$ cat src/rtl/inst_fetch_arbiter_pkg.sv
// inst_fetch_arbiter_pkg: shared types and default sizes for the instruction-fetch arbiter
package inst_arb_pkg;
  localparam int ADDR_W_DEF  = 32;
  localparam int DATA_W_DEF  = 32;
  localparam int TIMEOUT_DEF = 255;
  typedef enum logic [1:0] {IDLE, WAIT, FLUSH} state_t;
  typedef logic way_t;
endpackage

$ cat src/rtl/inst_fetch_arbiter_if.sv
// inst_fetch_arbiter_if: way0/way1 fetch ports, shared memory port and status of the arbiter
interface inst_fetch_arbiter_if import inst_arb_pkg::*; #(
  parameter int ADDR_W = ADDR_W_DEF,
  parameter int DATA_W = DATA_W_DEF
);
  logic              jumpFlag_i;
  logic              way0_request_i;
  logic [ADDR_W-1:0] way0_instAddr_i;
  logic              way0_dataOk_o;
  logic [DATA_W-1:0] way0_inst_o;
  logic              way1_request_i;
  logic [ADDR_W-1:0] way1_instAddr_i;
  logic              way1_dataOk_o;
  logic [DATA_W-1:0] way1_inst_o;
  logic              mem_request_o;
  logic [ADDR_W-1:0] mem_addr_o;
  logic              mem_dataOk_i;
  logic [DATA_W-1:0] mem_inst_i;
  logic              busy_o;
  logic              timeout_o;
  modport slave (
    input  jumpFlag_i, way0_request_i, way0_instAddr_i, way1_request_i, way1_instAddr_i,
           mem_dataOk_i, mem_inst_i,
    output way0_dataOk_o, way0_inst_o, way1_dataOk_o, way1_inst_o,
           mem_request_o, mem_addr_o, busy_o, timeout_o
  );
  modport master (
    output jumpFlag_i, way0_request_i, way0_instAddr_i, way1_request_i, way1_instAddr_i,
           mem_dataOk_i, mem_inst_i,
    input  way0_dataOk_o, way0_inst_o, way1_dataOk_o, way1_inst_o,
           mem_request_o, mem_addr_o, busy_o, timeout_o
  );
endinterface

$ cat src/rtl/inst_fetch_arbiter_rr_arbiter_2.sv
// rr_arbiter_2: two-way round-robin pick; on a tie the way other than last wins
module rr_arbiter_2 import inst_arb_pkg::*; (
  input  logic [1:0] req,
  input  way_t       last,
  input  logic [1:0] mask,
  output logic       grant_valid,
  output way_t       grant
);
  logic [1:0] eff;
  always_comb begin
    eff         = req & ~mask;
    grant_valid = |eff;
    grant       = (&eff) ? ~last : eff[1];
  end
endmodule

$ cat src/rtl/inst_fetch_arbiter.sv
// inst_fetch_arbiter: shares one instruction-memory port between two fetch ways
module inst_fetch_arbiter import inst_arb_pkg::*; #(
  parameter int ADDR_W  = ADDR_W_DEF,
  parameter int TIMEOUT = TIMEOUT_DEF
) (
  input logic clk,
  input logic reset_n,
  inst_fetch_arbiter_if.slave bus
);
  localparam int CNT_W = $clog2(TIMEOUT + 1);
  state_t            state_q;
  way_t              grant_q, last_q, gnt;
  logic              gnt_valid, served, issue, tmo_hit, timeout_q;
  logic [CNT_W-1:0]  tmo_q;
  logic [ADDR_W-1:0] addr_q;
  always_comb begin
    served  = state_q == WAIT && bus.mem_dataOk_i && !bus.jumpFlag_i;
    tmo_hit = tmo_q == CNT_W'(TIMEOUT - 1);
    issue   = gnt_valid && ((state_q == IDLE && !bus.jumpFlag_i) || served);
  end
  // the way just served is masked so a back-to-back issue goes to the other way
  rr_arbiter_2 u_rr (
    .req         ({bus.way1_request_i, bus.way0_request_i}),
    .last        (last_q),
    .mask        (served ? (grant_q ? 2'b10 : 2'b01) : 2'b00),
    .grant_valid (gnt_valid),
    .grant       (gnt)
  );
  always_ff @(posedge clk or negedge reset_n) begin
    if (!reset_n) begin
      state_q   <= IDLE;
      grant_q   <= 1'b0;
      last_q    <= 1'b1;
      addr_q    <= '0;
      tmo_q     <= '0;
      timeout_q <= 1'b0;
    end else if (issue) begin
      state_q <= WAIT;
      grant_q <= gnt;
      last_q  <= gnt;
      addr_q  <= gnt ? bus.way1_instAddr_i : bus.way0_instAddr_i;
      tmo_q   <= '0;
    end else if (state_q != IDLE) begin
      if (bus.mem_dataOk_i) state_q <= IDLE;
      else if (tmo_hit) begin
        state_q   <= IDLE;
        timeout_q <= 1'b1;
      end else begin
        tmo_q <= tmo_q + 1'b1;
        if (bus.jumpFlag_i) state_q <= FLUSH;
      end
    end
  end
  always_comb begin
    bus.mem_request_o = state_q != IDLE;
    bus.busy_o        = state_q != IDLE;
    bus.mem_addr_o    = addr_q;
    bus.timeout_o     = timeout_q;
    bus.way0_dataOk_o = served && !grant_q;
    bus.way1_dataOk_o = served && grant_q;
    bus.way0_inst_o   = bus.way0_dataOk_o ? bus.mem_inst_i : '0;
    bus.way1_inst_o   = bus.way1_dataOk_o ? bus.mem_inst_i : '0;
  end
endmodule

$ cat src/flat_wrapper.sv
// flat-port wrapper written by rule: the top's interface ports become plain ports
module inst_fetch_arbiter_flat import inst_arb_pkg::*;
#(
  parameter int ADDR_W  = ADDR_W_DEF,
  parameter int TIMEOUT = TIMEOUT_DEF
)
  (clk, reset_n, bus_jumpFlag_i, bus_way0_request_i, bus_way0_instAddr_i, bus_way1_request_i, bus_way1_instAddr_i, bus_mem_dataOk_i, bus_mem_inst_i, bus_way0_dataOk_o, bus_way0_inst_o, bus_way1_dataOk_o, bus_way1_inst_o, bus_mem_request_o, bus_mem_addr_o, bus_busy_o, bus_timeout_o);
  inst_fetch_arbiter_if #(.ADDR_W(ADDR_W), .DATA_W(32)) bus_i ();
  input logic clk;
  input logic reset_n;
  input wire logic [$bits(bus_i.jumpFlag_i)-1:0] bus_jumpFlag_i;
  input wire logic [$bits(bus_i.way0_request_i)-1:0] bus_way0_request_i;
  input wire logic [$bits(bus_i.way0_instAddr_i)-1:0] bus_way0_instAddr_i;
  input wire logic [$bits(bus_i.way1_request_i)-1:0] bus_way1_request_i;
  input wire logic [$bits(bus_i.way1_instAddr_i)-1:0] bus_way1_instAddr_i;
  input wire logic [$bits(bus_i.mem_dataOk_i)-1:0] bus_mem_dataOk_i;
  input wire logic [$bits(bus_i.mem_inst_i)-1:0] bus_mem_inst_i;
  output wire logic [$bits(bus_i.way0_dataOk_o)-1:0] bus_way0_dataOk_o;
  output wire logic [$bits(bus_i.way0_inst_o)-1:0] bus_way0_inst_o;
  output wire logic [$bits(bus_i.way1_dataOk_o)-1:0] bus_way1_dataOk_o;
  output wire logic [$bits(bus_i.way1_inst_o)-1:0] bus_way1_inst_o;
  output wire logic [$bits(bus_i.mem_request_o)-1:0] bus_mem_request_o;
  output wire logic [$bits(bus_i.mem_addr_o)-1:0] bus_mem_addr_o;
  output wire logic [$bits(bus_i.busy_o)-1:0] bus_busy_o;
  output wire logic [$bits(bus_i.timeout_o)-1:0] bus_timeout_o;
  assign bus_i.jumpFlag_i = bus_jumpFlag_i;
  assign bus_i.way0_request_i = bus_way0_request_i;
  assign bus_i.way0_instAddr_i = bus_way0_instAddr_i;
  assign bus_i.way1_request_i = bus_way1_request_i;
  assign bus_i.way1_instAddr_i = bus_way1_instAddr_i;
  assign bus_i.mem_dataOk_i = bus_mem_dataOk_i;
  assign bus_i.mem_inst_i = bus_mem_inst_i;
  assign bus_way0_dataOk_o = bus_i.way0_dataOk_o;
  assign bus_way0_inst_o = bus_i.way0_inst_o;
  assign bus_way1_dataOk_o = bus_i.way1_dataOk_o;
  assign bus_way1_inst_o = bus_i.way1_inst_o;
  assign bus_mem_request_o = bus_i.mem_request_o;
  assign bus_mem_addr_o = bus_i.mem_addr_o;
  assign bus_busy_o = bus_i.busy_o;
  assign bus_timeout_o = bus_i.timeout_o;
  inst_fetch_arbiter #(.ADDR_W(ADDR_W), .TIMEOUT(TIMEOUT)) u_core (.clk(clk), .reset_n(reset_n), .bus(bus_i));
endmodule
$ cat config.mk
export PLATFORM = sky130hd
export DESIGN_NAME = inst_fetch_arbiter_flat
export DESIGN_NICKNAME = d
export VERILOG_FILES = /design/src/rtl/inst_fetch_arbiter_pkg.sv /design/src/rtl/inst_fetch_arbiter_if.sv /design/src/rtl/inst_fetch_arbiter_rr_arbiter_2.sv /design/src/rtl/inst_fetch_arbiter.sv /design/src/flat_wrapper.sv
export SDC_FILE = /design/constraint.sdc
export NUM_CORES = 1
export LEC_CHECK = 0
export CAP_MARGIN = 40
export CORE_MARGIN = 1
export CORE_UTILIZATION = 33
export CTS_CLUSTER_DIAMETER = 40
export CTS_CLUSTER_SIZE = 20
export DETAILED_ROUTE_END_ITERATION = 7
export MAX_ROUTING_LAYER = met4
export PLACE_DENSITY_LB_ADDON = 0.05
export SLEW_MARGIN = 40
export SYNTH_ARGS = -nofsm -noshare
export SYNTH_HDL_FRONTEND = slang
export SYNTH_SLANG_ARGS = --single-unit
$ cat constraint.sdc
create_clock -name clk -period 1.7 [get_ports clk]
set_input_delay 0.34 -clock clk [delete_from_list [all_inputs] [get_ports clk]]
set_output_delay 0.34 -clock clk [all_outputs]
set_load 0.02 [all_outputs]
* After elaboration in Yosys (flattened, before gate mapping)
Cells that the tools add are included.
** Word-level totals
- Register bits after elaboration :: 45
- Bits in latches :: 0
- RAM bits :: 0
- Memory bits (read-only) :: 0
- Output and inout port bits :: 101
- Logic and storage cells :: 49
- Memories :: 0
** Cells by class
- Add/sub/neg operators :: 1
- Multipliers :: 0
- Div/mod/pow operators :: 0
- $lt $le $gt $ge :: 0
- Equal/unequal tests :: 4
- Shift-type cells :: 0
- Mux-type cells :: 15
- Bitwise gates (word level) :: 5
- Reductions and logical operators :: 18
** Operators by type and width (count)
- $mux 32 :: 3
- $mux 8 :: 4
- $mux 2 :: 7
- $add 8x1->8 const B :: 1
- $eq 8x8->1 const B :: 1
- $logic_and 1x1->1 :: 6
- $ne 2x1->1 const B :: 2
- $reduce_and 2->1 :: 2
- $reduce_and 4->1 :: 1
- $reduce_bool 2->1 :: 2
- $reduce_bool 4->1 :: 1
- $not 1->1 :: 3
- $reduce_and 3->1 :: 1
- $and 2x2->2 :: 1
- $eq 2x1->1 const B :: 1
- $logic_not 1->1 :: 2
- $logic_not 2->1 :: 1
- $not 2->2 :: 1
- $reduce_or 2->1 :: 1
- $logic_or 1x1->1 :: 1
- $mux 1 :: 1

* Longest topological paths before layout
Gate-level depths: netlist of run 1.
- Word-level depth :: 10
- Mapped depth :: 6
- Gate-level depth less buffers :: 6

* Cells and area by module
From an unflattened synthesis of run 1, not the netlist that was laid out.
** Unflattened totals
- Cell total of the unflattened synthesis :: 281
- Area, all modules :: 2647.5 um^2
** Modules (own cells, without submodules)
- inst_fetch_arbiter :: times used 1, cells each 276, area each 2608.8 um^2, seq. area each 1127.3 um^2
- rr_arbiter_2 :: times used 1, cells each 5, area each 38.8 um^2, seq. area each 0.0 um^2

* Worst setup path before layout of run 1
OpenSTA, ideal clock, no wires.
- Kind :: reg-to-output
- From :: register u_core.state_q[1]
- To :: output port bus_way0_inst_o[22]
- Arrival :: 1523 ps
- Data required time :: 1360 ps
- Slack :: -163 ps
- Stages on the path, launching flop included :: 5
- Cells stage by stage :: dfrtp_1 nand4bb_4 nor2_1 clkbuf_1 and2_1
** On the way
- Word-level cells in the longest chain between the ends :: 5
** Ends and longest elaborated chain
- start: declaration :: RTL line inst_fetch_arbiter.sv:11 : state_t state_q;
- start signal: assignment :: RTL line inst_fetch_arbiter.sv:31 : state_q <= IDLE;
- start signal: assignment :: RTL line inst_fetch_arbiter.sv:38 : state_q <= WAIT;
- start signal: assignment :: RTL line inst_fetch_arbiter.sv:44 : if (bus.mem_dataOk_i) state_q <= IDLE;
- $eq 2x1->1 :: RTL line inst_fetch_arbiter.sv:17 : served = state_q == WAIT && bus.mem_dataOk_i && !bus.jumpFlag_i;
- $logic_and 1x1->1 (2 in series) :: RTL line inst_fetch_arbiter.sv:17
- $logic_and 1x1->1 :: RTL line inst_fetch_arbiter.sv:59 : bus.way0_dataOk_o = served && !grant_q;
- via bus_way0_dataOk_o :: RTL line flat_wrapper.sv:18 : output wire logic [$bits(bus_i.way0_dataOk_o)-1:0] bus_way0_dataOk_o;
- $mux 32 :: RTL line inst_fetch_arbiter.sv:61 : bus.way0_inst_o = bus.way0_dataOk_o ? bus.mem_inst_i : '0;
- end: declaration :: RTL line flat_wrapper.sv:19 : output wire logic [$bits(bus_i.way0_inst_o)-1:0] bus_way0_inst_o;
The timed path passes the listed nets, and every way through them passes these cells.

* Final worst setup path of run 1
- From :: register u_core.state_q[1]
- To :: output port bus_way0_inst_o[10]
** On the way
- Word-level cells in the longest chain between the ends :: 5
** Ends and longest elaborated chain (RTL line)
- $eq 2x1->1 :: inst_fetch_arbiter.sv:17
- $logic_and 1x1->1 (2 in series) :: inst_fetch_arbiter.sv:17
- $logic_and 1x1->1 :: inst_fetch_arbiter.sv:59
- $mux 32 :: inst_fetch_arbiter.sv:61
Every way passes these cells.

==> results of run 1 <==
-- registers in the layout (all words and copies together), names as in the netlist --
| register | flops |
|---|---|
| u_core.grant_q | 1 |
| u_core.state_q | 2 |
| u_core.tmo_q | 8 |
| u_core.bus.mem_addr_o | 32 |
| u_core.last_q | 1 |
| u_core.bus.timeout_o | 1 |
-- layer usage --
metal  GRT usage  share of wire  vias up
li1            -              -     1319
met1      0.2273           0.40     1334
met2      0.3559           0.55       69
met3     0.03613          0.031       13
met4     0.04248          0.014        0
met5           -              0        -
-- through the flow --
step / total power, uW / instances
floorplan: 3411 / 247
global placement: 4886 / 570
detailed placement: 4916 / 570
CTS: 5938 / 588
global route: 6276 / 595
finish: 5973 / 595
-- power by group --
part	internal, uW	total [uW]	switching, uW	leakage, uW
combinational	2010	3390	1380	0.00213
clock	478	854	375	0.0000574
sequential	1480	1730	251	0.000545
-- cell type report --
| class | instances | area share |
|---|---|---|
| clock buffers | 6 | 0.01407 |
| clock inverters | 2 | 0.006397 |
| well taps | 108 | 0.02303 |
| repair buffers | 246 | 0.4424 |
| flip-flops and latches | 45 | 0.1921 |
| diodes | 2 | 0.0008529 |
| inverters | 5 | 0.003198 |
| multi-input cells | 181 | 0.3179 |
-- kinds of logic (layout without fill, tap and decap cells) --
kind of cell / after synthesis / in the layout
AOI/OAI and AO/OA: 16 / 16
xor gates and xnor gates: 1 / 1
adders and majority gates: 2 / 2
buffers and inverters: 21 / 259
DFF: 45 / 45
muxes: 70 / 70
other: 0 / 2
and+or+nand+nor: 92 / 92
-- path summary, 6_finish.rpt --
kind,start,to,slack (ns),depth (start not counted)
max,u_core.state_q[1],bus_way0_inst_o[10],-0.34,6
min,reset_n,u_core.bus.mem_addr_o[0],0.001,2
max reg2reg,u_core.state_q[1],u_core.bus.mem_addr_o[19],-0.30,7
min reg2reg,u_core.bus.timeout_o,u_core.bus.timeout_o,0.47,1
max in group asynchronous,reset_n,u_core.last_q,1.41,2
min in group clk,u_core.bus.timeout_o,u_core.bus.timeout_o,0.47,1
-- worst register-to-register path: cells and delay by family (launching register included) --
| family | cells | cell delay, ns |
|---|---|---|
| DFF | 1 | 0.40 |
| muxes | 3 | 0.76 |
| and+or+nand+nor | 1 | 0.25 |
| buffers and inverters | 3 | 0.48 |
-- cell usage in the layout (no fill, tap or decap), types with 6 or more instances in the layout --
master / count
buf_4: 24
buf_12: 7
clkbuf_8: 6
dfrtp_1: 44
nor2_1: 8
mux2_4: 56
and2_1: 28
and2_4: 37
buf_6: 75
clkdlybuf4s50_1: 128
-- repair_timing --
action	4_1_cts	5_1_grt
resized for setup	421	58
endpoints found under the setup margin	111	108
pin swaps	9	19
buffers inserted	6	5
gates cloned	4	3
==> results.txt, run 1 <==
The fmax came out at 490.6 MHz. The buffer depth of the longest clock path is 2. The transition time of the tightest slew-check pin came out at between 0.2 and 0.3 ns. The portion of synthesized area spent on multiplexers is 0.3367. For this run the aggregate overflow at the end of global routing stands at 0. Ranked by total cell area, the synthesized netlist is headed by dfrtp_1 37%, mux2_4 28%, and2_1 14%.

The count of pins on the block boundary is 203. In this run the remaining antenna-violating nets after routing total 0. The reported max-cap violation count is 0.

The instance area after placement came out at 5325 um2. The number of storage elements in the synthesis netlist came out at 45. The H-tree level count came out at 2. Across every metal layer, demand over resource in global routing totals 0.1974. The max-slew violation total from the final report came out at 0. The dominant combinational cell family by area after synthesis is multiplexers. The final core utilization is 0.6729. The initial DRC count came out at 42. Buffers placed on the I/O ports in this run total 202. The net count of the finished layout came out at about 590. The signal on the critical path passes through nand4bb_4 > nor2_4 > buf_4 > clkbuf_16 > and2_1 > buf_6. The placer's final routability congestion estimate came out at around 0.8.

The run finished, with violations left. The checks that failed: setup timing. Of the total synthesized cell area, the portion taken by full adders, half adders and majority gates is 0.008396.

Among all cell types in the netlist, the one instantiated most often is and2_1. Power spread over the standard cell area amounts to between 1000 and 1500 nW/um2. The worst-case setup slack after placement came out at -0.7715 ns. The synthesized-area fraction occupied by and/or/nand/nor cells is 0.1889. The final critical-path setup slack is -0.3384 ns.

The total negative setup slack came out at -24.73 ns. The final critical-path share of the clock period is 1.199. The biggest fanout along the worst timing path is 8.

The minimum clock period after layout came out at approximately 2 ns. The worst-case headroom to the max-slew limit came out at 0.8138. The share of cells above drive strength 1 is 0.4763. The effective utilization at floorplan is 0.3418. The worst hold margin is ~0.0011 ns. The core area is just under 9000 um2.

The area of the mapped netlist came out at approximately 3000 um2. The first-pass GRT wire length is roughly 15 mm. Summed over all nets, the half-perimeter wirelength after detailed placement is between 6 and 7 mm. Counting instances in the post-synthesis netlist gives the leading cell types as 65 x and2_1, 56 x mux2_4, 44 x dfrtp_1. The width of the die came out at between 90 and 100 um. The number of distinct library cell variants in the gate-level netlist after synthesis came out at 38. The category of cells accounting for the largest share of critical-path delay is simple AND/OR/NAND/NOR gates. The final-report hold violation count is 0. Before antenna repair, the detailed router went through 4 iterations. In this design, the stage delay of the slowest critical-path cell is approximately 0.40 ns. The CTS sink count is 45. Counting the fill cells in the layout gives 684. STA classifies the critical path startpoint as a flop. The share of synthesized registers carrying an async set or reset came out at 1.000. The critical path buffer and inverter count is 3.

The fraction of the mapped netlist area in compound gates is 0.04492. The TritonCTS clock tree is built. Setup repair after global routing could not meet its margin everywhere. The initialized floorplan defines 34 standard-cell rows. Dividing the detail-routed via count by the number of cells gives approximately 4.6. The number of remaining DRC errors came out at 0. The worst IR drop on VDD is 0.7172 mV. The number of enable flip-flop cells after synthesis is 0. The die height came out at between 90 and 100 um.

The post-synthesis sequential area ratio came out at 0.3783. The pin count of the biggest net entering global routing is 46. The count of vias placed by the detailed router came out at roughly 2700.

Of the post-synthesis cell area, the dominant cell type holds 0.3694. The most common flop cell mapped by yosys is dfrtp_1. At the worst endpoint, the required time is 1.36 ns. The area taken by flip-flops and latches is around 1100 um2. The buffer type at the clock tree root is clkbuf_8. The number of global-route vias before repair came out at about 2900.

Summing all multi-input logic gate instances after layout gives around 1900 um2. The worst-path cell with the longest stage delay is dfrtp_1. The critical setup path kind is reg -> out. The average instance area after synthesis came out at between 10 and 15 um2.

Summed over all cells, the static leakage comes to 0.002730 uW. The number of antenna violations at the first check in global routing is 2. The setup clock skew after layout came out at about 0.0093 ns. The synthesis warning total came out at 0. The cell area after layout is 5868 um2. The sum of routed wire length over all layers is approximately 9.4 mm.

The post-synth net total is 351. The setup-violating endpoint count in the final report came out at between 90 and 100. STA puts the critical path data arrival time at around 1.7 ns. The largest area contributor in the synthesized netlist is dfrtp_1. The clock edge transition at the registers on the reported setup and hold paths is about 0.09 ns.

The clock reaches the later pin of the worst-skew pair after around 0.30 ns. The instance count of the mapped netlist is 247. The floorplan step defined a die boundary enclosing around 9400 um2.

The total of hold buffers inserted after clock tree synthesis is 0. In the final routed layout, each cell accounts on average for ~16 um. The layout-stage area growth over the synthesis result came out at 96.89%.

The tightest min-delay check is of the in -> async type. The total CTS buffers is 5. The critical path capture point type is an output port.

Of the total synthesized cell area, the portion taken by XOR and XNOR cells is 0.002939.
Note: power is estimated with default switching activity, not from simulation.
==> run 2: changes to the inputs <==
CAP_MARGIN = 30   (was 40)
SKIP_LAST_GASP = 1   (was default)
==> results.txt, run 2 (synthesis results as in run 1) <==
The average wire length per cell after detail routing is 15.79 um (was 15.75 um). The type of element launching the critical path is a flop (unchanged). The met2 wire length came to 5.205 mm (was 5.185 mm). The sum of net half-perimeters after detailed placement came out at 6.678 mm (unchanged). The setup clock skew after layout is 0.01060 ns (was 0.009345 ns). The stage delay of the slowest cell on the critical path came to 0.41 ns (was 0.40 ns). The number of flip-flops in the largest register came out at 32 (unchanged).

The transition time of the tightest slew-check pin came out at 0.3554 ns (was 0.2784 ns). The placer's final routability congestion estimate came out at 0.8086 (unchanged). The power density over cell area is 1009 nW/um2 (was 1018 nW/um2).

The proportion of total power due to net switching is 0.3350 (was 0.3356). RSZ-0062 raised after global routing: yes (unchanged). The endpoint required time on the critical path came out at 1.36 ns (about the same).

The combinational share of power is 0.572 (was 0.567). The worst-case headroom to the max-slew limit came out at 0.7611 (was 0.8138). The number of fill cells is 682 (was 684). The clock edge transition at the registers on the reported setup and hold paths came out at 0.09 ns (about the same). Commonest non-fill, non-tap cells in the layout: 129 x clkdlybuf4s50_1, 60 x buf_6, 56 x mux2_4 (was 128 x clkdlybuf4s50_1, 75 x buf_6, 56 x mux2_4). The capture point of the worst reg-to-reg path was u_core.bus.mem_addr_o[19] (unchanged). The final core utilization came out at 0.6878 (was 0.6729). The setup-violating endpoint count in the final report came out at 110 (was 98). The power dissipated by switching net loads was 2028 uW (was 2004 uW). The share of cells above drive strength 1 is 0.5030 (was 0.4763). The total CTS buffers is 5 (unchanged). The iteration count of the initial detailed-routing pass is 4 (unchanged). The total design power is 6053 uW (was 5973 uW). The sum of routed wire segments on met1 is 3.843 mm (was 3.765 mm).

The routed via count divided by cell count is 4.596 (was 4.597). The class of the tightest hold or removal check was in -> async (unchanged). The total of hold buffers inserted after clock tree synthesis is 0 (unchanged).

The H-tree level count came to 2 (unchanged). The worst-path cell with the longest stage delay is dfrtp_1 (unchanged). The leading cell type in the layout, fill and taps excluded is clkdlybuf4s50_1 (unchanged).

The reg-to-reg setup timing slack came out at -0.32 ns (was -0.30 ns). The max-slew violation total from the final report is 0 (unchanged). The final critical-path share of the clock period is 1.207 (was 1.199). The number of port buffers came out at 202 (unchanged).

The TritonCTS clock tree is built (unchanged). The count of pins on the block boundary was 203 (unchanged). The pin count of the biggest net entering global routing is 46 (unchanged). The residual overflow from global routing is 0 (unchanged). The critical setup path kind is reg -> out (unchanged). The area taken by flip-flops and latches came out at 1127 um2 (unchanged). The die area came to 9416 um2 (unchanged). The die height is 97.04 um (unchanged).

The biggest fanout along the worst timing path was 16 (was 8). The net count of the finished layout was 596 (was 588). The minimum clock period after layout came out at 2.052 ns (was 2.038 ns). The clock share of power is 0.142 (was 0.143).

Violated checks: hold timing, setup timing (was setup timing). The category of cells accounting for the largest share of critical-path delay is simple AND/OR/NAND/NOR gates (unchanged). The critical path data arrival time came to 1.71 ns (was 1.70 ns). The critical path buffer and inverter count is 2 (was 3). The width of the die is 97.04 um (unchanged). The count of vias placed by the detailed router came to 2767 (was 2735).

The number of global-route vias before repair came to 2859 (was 2875). The uppermost metal layer occupied by signal nets is met4 (unchanged). The layout-stage area growth over the synthesis result came to 101.3% (was 96.89%).

The sum of routed wire length over all layers is 9.503 mm (was 9.369 mm). The count of standard-cell rows came out at 34 (unchanged). The wire length on met3 came to 307 um (was 291 um).

The internal power of the cells is 4025 uW (was 3968 uW). The fmax is 487.2 MHz (was 490.6 MHz). The final critical-path setup slack is -0.3524 ns (was -0.3384 ns).

The share of total power in sequential cells came out at 0.286 (was 0.290). The number of cell instances on the worst register-to-register path is 7 (unchanged). The source of the worst register-to-register timing path was u_core.state_q[1] (unchanged). The start point of the critical path is u_core.state_q[1] (unchanged). The buffer depth of the longest clock path came to 2 (unchanged). The reported max-cap violation count is 0 (unchanged).

The final-report hold violation count is 1 (was 0). The core area came out at 8721 um2 (unchanged). The critical path capture point type is an output port (unchanged).

The initial DRC count came out at 32 (was 42). The effective utilization at floorplan came out at 0.3418 (unchanged). The area taken by multi-input logic gates is 1906 um2 (was 1866 um2). The number of remaining DRC errors came to 0 (unchanged). The count of nets left with antenna violations after detail routing came to 0 (unchanged).

The worst hold margin is -0.001818 ns (was 0.001067 ns). The leakage power total is 0.002761 uW (was 0.002730 uW). The buffer type at the clock tree root is clkbuf_8 (unchanged). Result of the run: finished, violations left (unchanged). The worst IR drop on VDD was 0.7186 mV (was 0.7172 mV). CP cell instances: nand4bb_4 > nor2_4 > buf_8 > and2_1 > clkdlybuf4s15_2 (was nand4bb_4 > nor2_4 > buf_4 > clkbuf_16 > and2_1 > buf_6). The number of antenna violations at the first check in global routing is 1 (was 2).

The first-pass GRT wire length is 14.49 mm (was 14.59 mm). The overall routing resource usage is 0.1961 (was 0.1974). The CTS sink count was 45 (unchanged). The insertion delay to the later sink of the worst-skew pair was 0.30 ns (about the same).
-- run 2: changes by cell type in the layout (fill, tap and decap cells not counted), sizes merged --
cell,change
clkbuf,+1
buf,-4
clkdlybuf4s50,+1
diode,-1
clkdlybuf4s15,+11
dlymetal6s2s,-1
-- run 2: worst max-delay path by stage --
stage                                      endpoint  slack [ns]  cells after the start
final                           bus_way1_inst_o[17]       -0.35                      5
after detailed placement        bus_way0_inst_o[26]       -0.77                      6
after global routing            bus_way1_inst_o[19]       -0.47                      5
after CTS                       bus_way0_inst_o[26]       -0.35                      5
after floorplan           u_core.bus.mem_addr_o[21]       -0.13                      5
after global placement          bus_way1_inst_o[21]       -0.74                      6
-- run 2: power groups by stage --
stage               clock network (uW)  registers (uW)  logic (uW)
floorplan                            0            2160        1250
global placement                     0            1730        3160
detailed placement                   0            1730        3190
CTS                                891            1730        3290
global route                       930            1780        3640
finish                             860            1730        3460
-- run 2: worst register-to-register path: cells and delay by family (launching register included) --
family / cells / cell delay, ns
simple gates: 1 / 0.25
flops: 1 / 0.41
mux: 3 / 0.76
buf+inv: 3 / 0.48
-- run 2: metal layers --
| metal | GRT usage | up-vias |
|---|---|---|
| li1 | - | 1330 |
| met1 | 0.2259 | 1351 |
| met2 | 0.3516 | 73 |
| met3 | 0.03613 | 13 |
| met4 | 0.04592 | 0 |
| met5 | - | - |
-- run 2: area by class of cell --
class / instances / share of cell area
well taps: 108 / 0.02253
clock buffers: 6 / 0.01377
diodes: 1 / 0.0004172
clock inverters: 2 / 0.006258
multi-input cells: 181 / 0.3177
repair buffers: 254 / 0.4483
inverters: 5 / 0.003129
flip-flops and latches: 45 / 0.1879
-- run 2: repair_timing --
action,4_1_cts,5_1_grt
setup buffers,6,12
gates cloned,4,4
gates resized for setup,308,143
setup endpoints to repair,111,108
pin swaps,8,21
-- run 2: stage by stage --
step           setup TNS, ns  std cells  setup WS (ns)  cell area, um2  hold slack [ns]
2_1_floorplan         -3.740        247        -0.1348            2988          0.04441
3_3_place_gp          -70.40        570        -0.7385            5325           0.3428
3_5_place_dp          -72.90        570        -0.7715            5325           0.3452
4_1_cts               -26.42        588        -0.3473            5664          0.01239
5_1_grt               -35.57        602        -0.4669            5998          0.01180
6_report              -27.41        602        -0.3524            5998        -0.001818
